==> src/rtl/pipe_pkg.sv <==
// Types and constants shared across the RV32 pipeline stages.
// BUS_WIDTH is a module parameter; XLEN here fixes the width of the IF/ID handoff struct.
package pipe_pkg;
  localparam int          XLEN         = 32;
  localparam logic [31:0] NOP_INST     = 32'h0000_0013;
  localparam logic [31:0] RESET_VECTOR = 32'h0000_0000;

  typedef enum logic [1:0] {
    BOOT = 2'd0,
    RUN  = 2'd1,
    HALT = 2'd2
  } fetch_state_t;

  typedef struct packed {
    logic [XLEN-1:0] pc;
    logic [XLEN-1:0] inst;
    logic            valid;
  } if_id_t;
endpackage

==> src/rtl/pc_reg.sv <==
// Program counter register with async reset.
// A load takes priority over an increment; the increment wraps modulo 2^W.
module pc_reg #(
  parameter int            W            = 32,
  parameter logic [W-1:0]  RESET_VECTOR = '0
) (
  input  logic         clk,
  input  logic         rst,
  input  logic         en_i,
  input  logic         load_i,
  input  logic [W-1:0] load_val_i,
  output logic [W-1:0] pc_o
);
  logic [W-1:0] pc_q;
  logic [W-1:0] pc_d;

  always_comb begin
    pc_d = pc_q;
    if (load_i) begin
      pc_d = load_val_i;
    end else if (en_i) begin
      pc_d = pc_q + W'(4);
    end
  end

  always_ff @(posedge clk or posedge rst) begin
    if (rst) begin
      pc_q <= RESET_VECTOR;
    end else begin
      pc_q <= pc_d;
    end
  end

  assign pc_o = pc_q;
endmodule

==> src/rtl/instr_fetch.sv <==
// Fetch stage: PC ownership, boot delay, stall/redirect/halt control and the IF/ID register.
// Optional macro FETCH_MISALIGN_CHECK_EN: misaligned redirects halt the core and set a sticky flag.
module instr_fetch #(
  parameter int                    BUS_WIDTH    = 32,
  parameter logic [BUS_WIDTH-1:0]  RESET_VECTOR = pipe_pkg::RESET_VECTOR,
  parameter int                    BOOT_CYCLES  = 2,
  parameter logic [BUS_WIDTH-1:0]  NOP_INST     = pipe_pkg::NOP_INST
) (
  input  logic                 clk,
  input  logic                 rst,
  input  logic                 stall_i,
  input  logic                 redirect_i,
  input  logic [BUS_WIDTH-1:0] redirect_pc_i,
  input  logic                 halt_req_i,
  output logic [BUS_WIDTH-1:0] imem_addr_o,
  input  logic [BUS_WIDTH-1:0] imem_inst_i,
  output logic [BUS_WIDTH-1:0] if_pc_o,
  output logic [BUS_WIDTH-1:0] if_inst_o,
  output logic                 if_valid_o,
  output logic                 halted_o,
  output logic                 misalign_o
);
  import pipe_pkg::*;

  localparam int CNT_W = (BOOT_CYCLES > 1) ? $clog2(BOOT_CYCLES + 1) : 1;

  fetch_state_t         state_q, state_d;
  logic [CNT_W-1:0]     boot_cnt_q, boot_cnt_d;
  logic [BUS_WIDTH-1:0] if_pc_q, if_pc_d;
  logic [BUS_WIDTH-1:0] if_inst_q, if_inst_d;
  logic                 if_valid_q, if_valid_d;
  logic                 misalign_q, misalign_d;

  logic                 pc_en;
  logic                 pc_load;
  logic [BUS_WIDTH-1:0] pc_load_val;
  logic [BUS_WIDTH-1:0] pc;
  logic                 redirect_misaligned;

  pc_reg #(
    .W            (BUS_WIDTH),
    .RESET_VECTOR (RESET_VECTOR)
  ) u_pc_reg (
    .clk        (clk),
    .rst        (rst),
    .en_i       (pc_en),
    .load_i     (pc_load),
    .load_val_i (pc_load_val),
    .pc_o       (pc)
  );

  // Low address bits are cleared on load, so an unchecked misaligned target lands on its word.
  assign pc_load_val = redirect_pc_i & ~BUS_WIDTH'(3);

`ifdef FETCH_MISALIGN_CHECK_EN
  assign redirect_misaligned = (redirect_pc_i[1:0] != 2'b00);
`else
  assign redirect_misaligned = 1'b0;
`endif

  always_comb begin
    state_d    = state_q;
    boot_cnt_d = boot_cnt_q;
    if_pc_d    = if_pc_q;
    if_inst_d  = if_inst_q;
    if_valid_d = if_valid_q;
    misalign_d = misalign_q;
    pc_en      = 1'b0;
    pc_load    = 1'b0;

    case (state_q)
      BOOT: begin
        if_valid_d = 1'b0;
        boot_cnt_d = boot_cnt_q + CNT_W'(1);
        if (boot_cnt_q == CNT_W'(BOOT_CYCLES - 1)) begin
          state_d = RUN;
        end
      end
      RUN: begin
        if (halt_req_i) begin
          state_d    = HALT;
          if_inst_d  = NOP_INST;
          if_valid_d = 1'b0;
        end else if (redirect_i) begin
          // The word fetched this cycle is wrong-path; replace it with a bubble.
          if_inst_d  = NOP_INST;
          if_valid_d = 1'b0;
          if (redirect_misaligned) begin
            state_d    = HALT;
            misalign_d = 1'b1;
          end else begin
            pc_load = 1'b1;
          end
        end else if (!stall_i) begin
          if_pc_d    = pc;
          if_inst_d  = imem_inst_i;
          if_valid_d = 1'b1;
          pc_en      = 1'b1;
        end
      end
      HALT: begin
        if_inst_d  = NOP_INST;
        if_valid_d = 1'b0;
      end
      default: begin
        state_d    = HALT;
        if_inst_d  = NOP_INST;
        if_valid_d = 1'b0;
      end
    endcase
  end

  always_ff @(posedge clk or posedge rst) begin
    if (rst) begin
      state_q    <= BOOT;
      boot_cnt_q <= '0;
      if_pc_q    <= '0;
      if_inst_q  <= NOP_INST;
      if_valid_q <= 1'b0;
      misalign_q <= 1'b0;
    end else begin
      state_q    <= state_d;
      boot_cnt_q <= boot_cnt_d;
      if_pc_q    <= if_pc_d;
      if_inst_q  <= if_inst_d;
      if_valid_q <= if_valid_d;
      misalign_q <= misalign_d;
    end
  end

  assign imem_addr_o = pc;
  assign if_pc_o     = if_pc_q;
  assign if_inst_o   = if_inst_q;
  assign if_valid_o  = if_valid_q;
  assign halted_o    = (state_q == HALT);

`ifdef FETCH_MISALIGN_CHECK_EN
  assign misalign_o = misalign_q;
`else
  assign misalign_o = 1'b0;
`endif
endmodule

==> config.mk <==
export PLATFORM = sky130hd
export DESIGN_NAME = instr_fetch
export DESIGN_NICKNAME = d
export VERILOG_FILES = /design/src/rtl/pipe_pkg.sv /design/src/rtl/pc_reg.sv /design/src/rtl/instr_fetch.sv
export SDC_FILE = /design/constraint.sdc
export NUM_CORES = 1
export LEC_CHECK = 0
export CORE_UTILIZATION = 44
export CTS_CLUSTER_DIAMETER = 100
export DETAILED_ROUTE_END_ITERATION = 8
export HOLD_SLACK_MARGIN = 0.12
export PLACE_DENSITY = 0.92
export SYNTH_ARGS = -nofsm -noshare
export SYNTH_HDL_FRONTEND = slang
export SYNTH_SLANG_ARGS = --single-unit
export TNS_END_PERCENT = 100
==> constraint.sdc <==
create_clock -name clk -period 3.8 [get_ports clk]
set_clock_uncertainty 0.05 [all_clocks]
set_input_delay 0.57 -clock clk [delete_from_list [all_inputs] [get_ports clk]]
set_output_delay 0.57 -clock clk [all_outputs]
set_load 0.02 [all_outputs]
==> impl_metrics.csv <==
group,metric,value,unit
global_route,grtUsageTotal,0.225,
sta,tightest_slew,1.02,ns
worst_setup_path,worstPathCellList,"clkdlybuf4s50_1, nor4b_4, nand4_1, nor4_2, xnor2_1, o21ai_1",
worst_setup_path,slowest_stage,"clkdlybuf4s50_1",
floorplanning,die-area,0.0101,sq mm
floorplanning,dieHeight,100,um
synth,yosysWarnings,0,
clock_network,postCtsHoldBufs,0,
min_path,hold_class,"register to register",
drt,antenna_left,0,
pwr,combPwrFrac,0.311,
clock_network,post_cts_buffers,0,
pwr,swShare,0.355,
worst_setup_path,path_delay_family,"simple AND/OR/NAND/NOR gates",
pwr,seqPwrFrac,0.486,
synth,synth.most_common_cell,"nand2_1",
pwr,p_leak,2.61,nW
worst_setup_path,worst-path-buf-inv,1,
synth,syn_avg_cell_area,10.1,sq um
synth,async_flop_share,1.00,
drt,drt_iter0_markers,144,
finish,syn_to_final_growth,44.2,%
synth,synth_compound_area_frac,0.126,
min_path,hold_path.startpoint,"if_pc_o[2]",
sta,final_max_slew_viol_count,0,
synth,synth_xor_area_frac,0.0493,
synth,synth_top_family_by_area,"simple AND/OR/NAND/NOR gates",
drt,dr.pass1.iters,4,
synth,ys_top_cells_by_count,"108 x nand2_1, 94 x dfrtp_1, 31 x a22o_1, 21 x o21ai_0, 20 x xnor2_1",
sta,fin_crit,2.50,ns
sta,fin_tns_setup,0,ns
clock_network,cts_tree,"yes",
worst_setup_path,arrival,2.67,ns
placement,dp_hpwl,7950,um
placement,portBuffers,160,
synth,synth_simple_gate_area_frac,0.204,
worst_setup_path,regToRegSetupSlack,1.53,ns
placement,place_ws,0.923,ns
pwr,finalPower,2.95,mW
pwr,p_switching,1.05,mW
clock_network,clk_latency,0.35,ns
worst_setup_path,slowest_delay,0.56,ns
clock_network,clk_pin_slew,0.09,ns
sta,period_share,0.659,
floorplanning,ioPinCount,168,
pwr,pwr-share-clk,0.203,
clock_network,cts_repair_resize_count,0,
finish,fill_cells,712,
pwr,ir_worst_vdd,0.257,mV
run,maxCapViolations,0,
synth,yosysTopAreaCell,"dfrtp_1",
worst_setup_path,reg2reg_depth,5,
sta,maxSlewHeadroom,0.319,
worst_setup_path,endpoint_kind,"register",
clock_network,clk_path_buf_depth,2,
sta,fmax,0.399,GHz
synth,ys_ff_latch,97,
clock_network,cts_root_buf,"clkbuf_8",
clock_network,cts_num_sinks,97,
synth,syn-instance-count,422,
synth,synth_ff_type,"dfrtp_1",
worst_setup_path,cp_max_fo,8,
pwr,power.density,479,mW/mm^2
sta,grt_setup_unrepaired,"no",
global_route,grt_overflow,0,
worst_setup_path,required,3.97,ns
synth,yosys-top-cells-area,"dfrtp_1 55%, nand2_1 9.5%, a22o_1 6.4%, xnor2_1 4.1%, o21ai_0 2.5%",
worst_setup_path,crit_type,"primary input to register",
drt,drc,0,
drt,vias_per_cell,5.15,
floorplanning,placementRows,35,
clock_network,cts_max_level,3,
synth,syn_area,0.00427,sq mm
finish,fin_nets,645,
sta,hold_viol,0,
min_path,min_to,"if_pc_o[2]",
global_route,antenna_found_initial,0,
synth,synth_edf_count,0,
drt,routedWlPerCell,15.7,um
worst_setup_path,rr_endpoint,"u_pc_reg.pc_o[30]",
floorplanning,initial_core_util,0.457,
drt,drt-total-wl,11100,um
synth,synthMuxAreaShare,0.00235,
synth,synthAdderAreaFrac,0.00587,
clock_network,numCtsBuffers,9,
floorplanning,design.core.area,0.00933,sq mm
finish,diodes,0,
finish,drive_gt1_frac,0.0622,
global_route,grt_start_max_net_pins,85,
worst_setup_path,startpoint_type,"primary input",
sta,setup_slack,1.30,ns
global_route,grt_pass1_vias,3630,
finish,final_util,0.660,
run_status,status,"finished clean",
synth,synth_top_cell_area_share,0.551,
synth,synth.distinct_cells,45,
synth,yosysSeqAreaShare,0.570,
pwr,p_int,1.90,mW
min_path,whs_path_depth,2,
floorplanning,die_x,100,um
worst_setup_path,rr_startpoint,"state_q[1]",
sta,setup_viol,0,
drt,vias,3644,
placement,globalplace.congestion,0.819,
global_route,grt_pass1_wl,17700,um
[metal layers]
layer	wire (um)	track usage
met1	4810	0.283
met2	5380	0.385
met3	855	0.0541
met4	93	0.0725
met5	0	0
[worst min-delay path, cell delays in order, from the launching register on]
cell,delay [ns]
dfrtp_1,0.35
nand2_1,0.05
nand2_1,0.05
[power groups by stage]
stage / Clock (mW) / Sequential, mW / Combinational, mW
floorplan: 0 / 1.56 / 0.312
global placement: 0 / 1.44 / 0.892
detailed placement: 0 / 1.45 / 0.919
CTS: 0.615 / 1.43 / 0.923
global route: 0.661 / 1.46 / 0.985
finish: 0.599 / 1.43 / 0.916
[placed cells by master (no fill, tap or decap), drive strengths merged, types with 5 or more instances in the layout]
master	n
dfrtp	94
nand3	9
nor3	14
clkdlybuf4s50	160
nor2	16
nor4	6
inv	11
conb	5
clkbuf	10
xnor2	20
nand4	8
a21oi	6
o21ai	28
nand2	108
a22o	31
buf	6
[how the worst max path moves through the flow]
| stage | start | slack, ns | cells past startpoint | end |
|---|---|---|---|---|
| global route | halt_req_i | 1.17 | 6 | u_pc_reg.pc_o[16] |
| global placement | halt_req_i | 0.97 | 6 | u_pc_reg.pc_o[16] |
| CTS | redirect_i | 1.29 | 6 | u_pc_reg.pc_o[16] |
| floorplan | rst | 0.65 | 1 | boot_cnt_q[0] |
| finish | redirect_i | 1.30 | 6 | u_pc_reg.pc_o[30] |
| detailed placement | redirect_i | 0.92 | 6 | u_pc_reg.pc_o[16] |
[layout make-up]
class / count / area [sq um] / share of cell area
Clock buffer: 10 / 128 / 0.0207
Inverter: 11 / 43.8 / 0.00712
Sequential cell: 97 / 2430 / 0.395
Tap cell: 129 / 161 / 0.0262
Timing Repair Buffer: 166 / 1660 / 0.270
Multi-Input combinational cell: 289 / 1680 / 0.274
Clock inverter: 6 / 45.0 / 0.00732
[flip-flops by register name (all words and copies together) (netlist names)]
| register | flops |
|---|---|
| if_pc_o | 30 |
| if_inst_o | 32 |
| u_pc_reg.pc_o | 30 |
| if_valid_o | 1 |
| state_q | 2 |
| boot_cnt_q | 2 |
[cells by family after synthesis]
group / Yosys count
other: 1
flip-flops: 97
AO/OA/AOI/OAI: 77
buffers and inverters: 40
adder cells (fa/ha/maj): 2
multiplexers: 1
XOR/XNOR: 24
AND/OR/NAND/NOR: 180
[per-stage QoR]
stage	std cells	area, sq um	hold WS, ns
floorplan	426	4280	0.398
global placement	692	5980	0.408
detailed placement	692	5980	0.414
CTS	708	6150	0.436
global route	708	6150	0.461
finish	708	6150	0.431
Note: power is estimated with default switching activity, not from simulation.
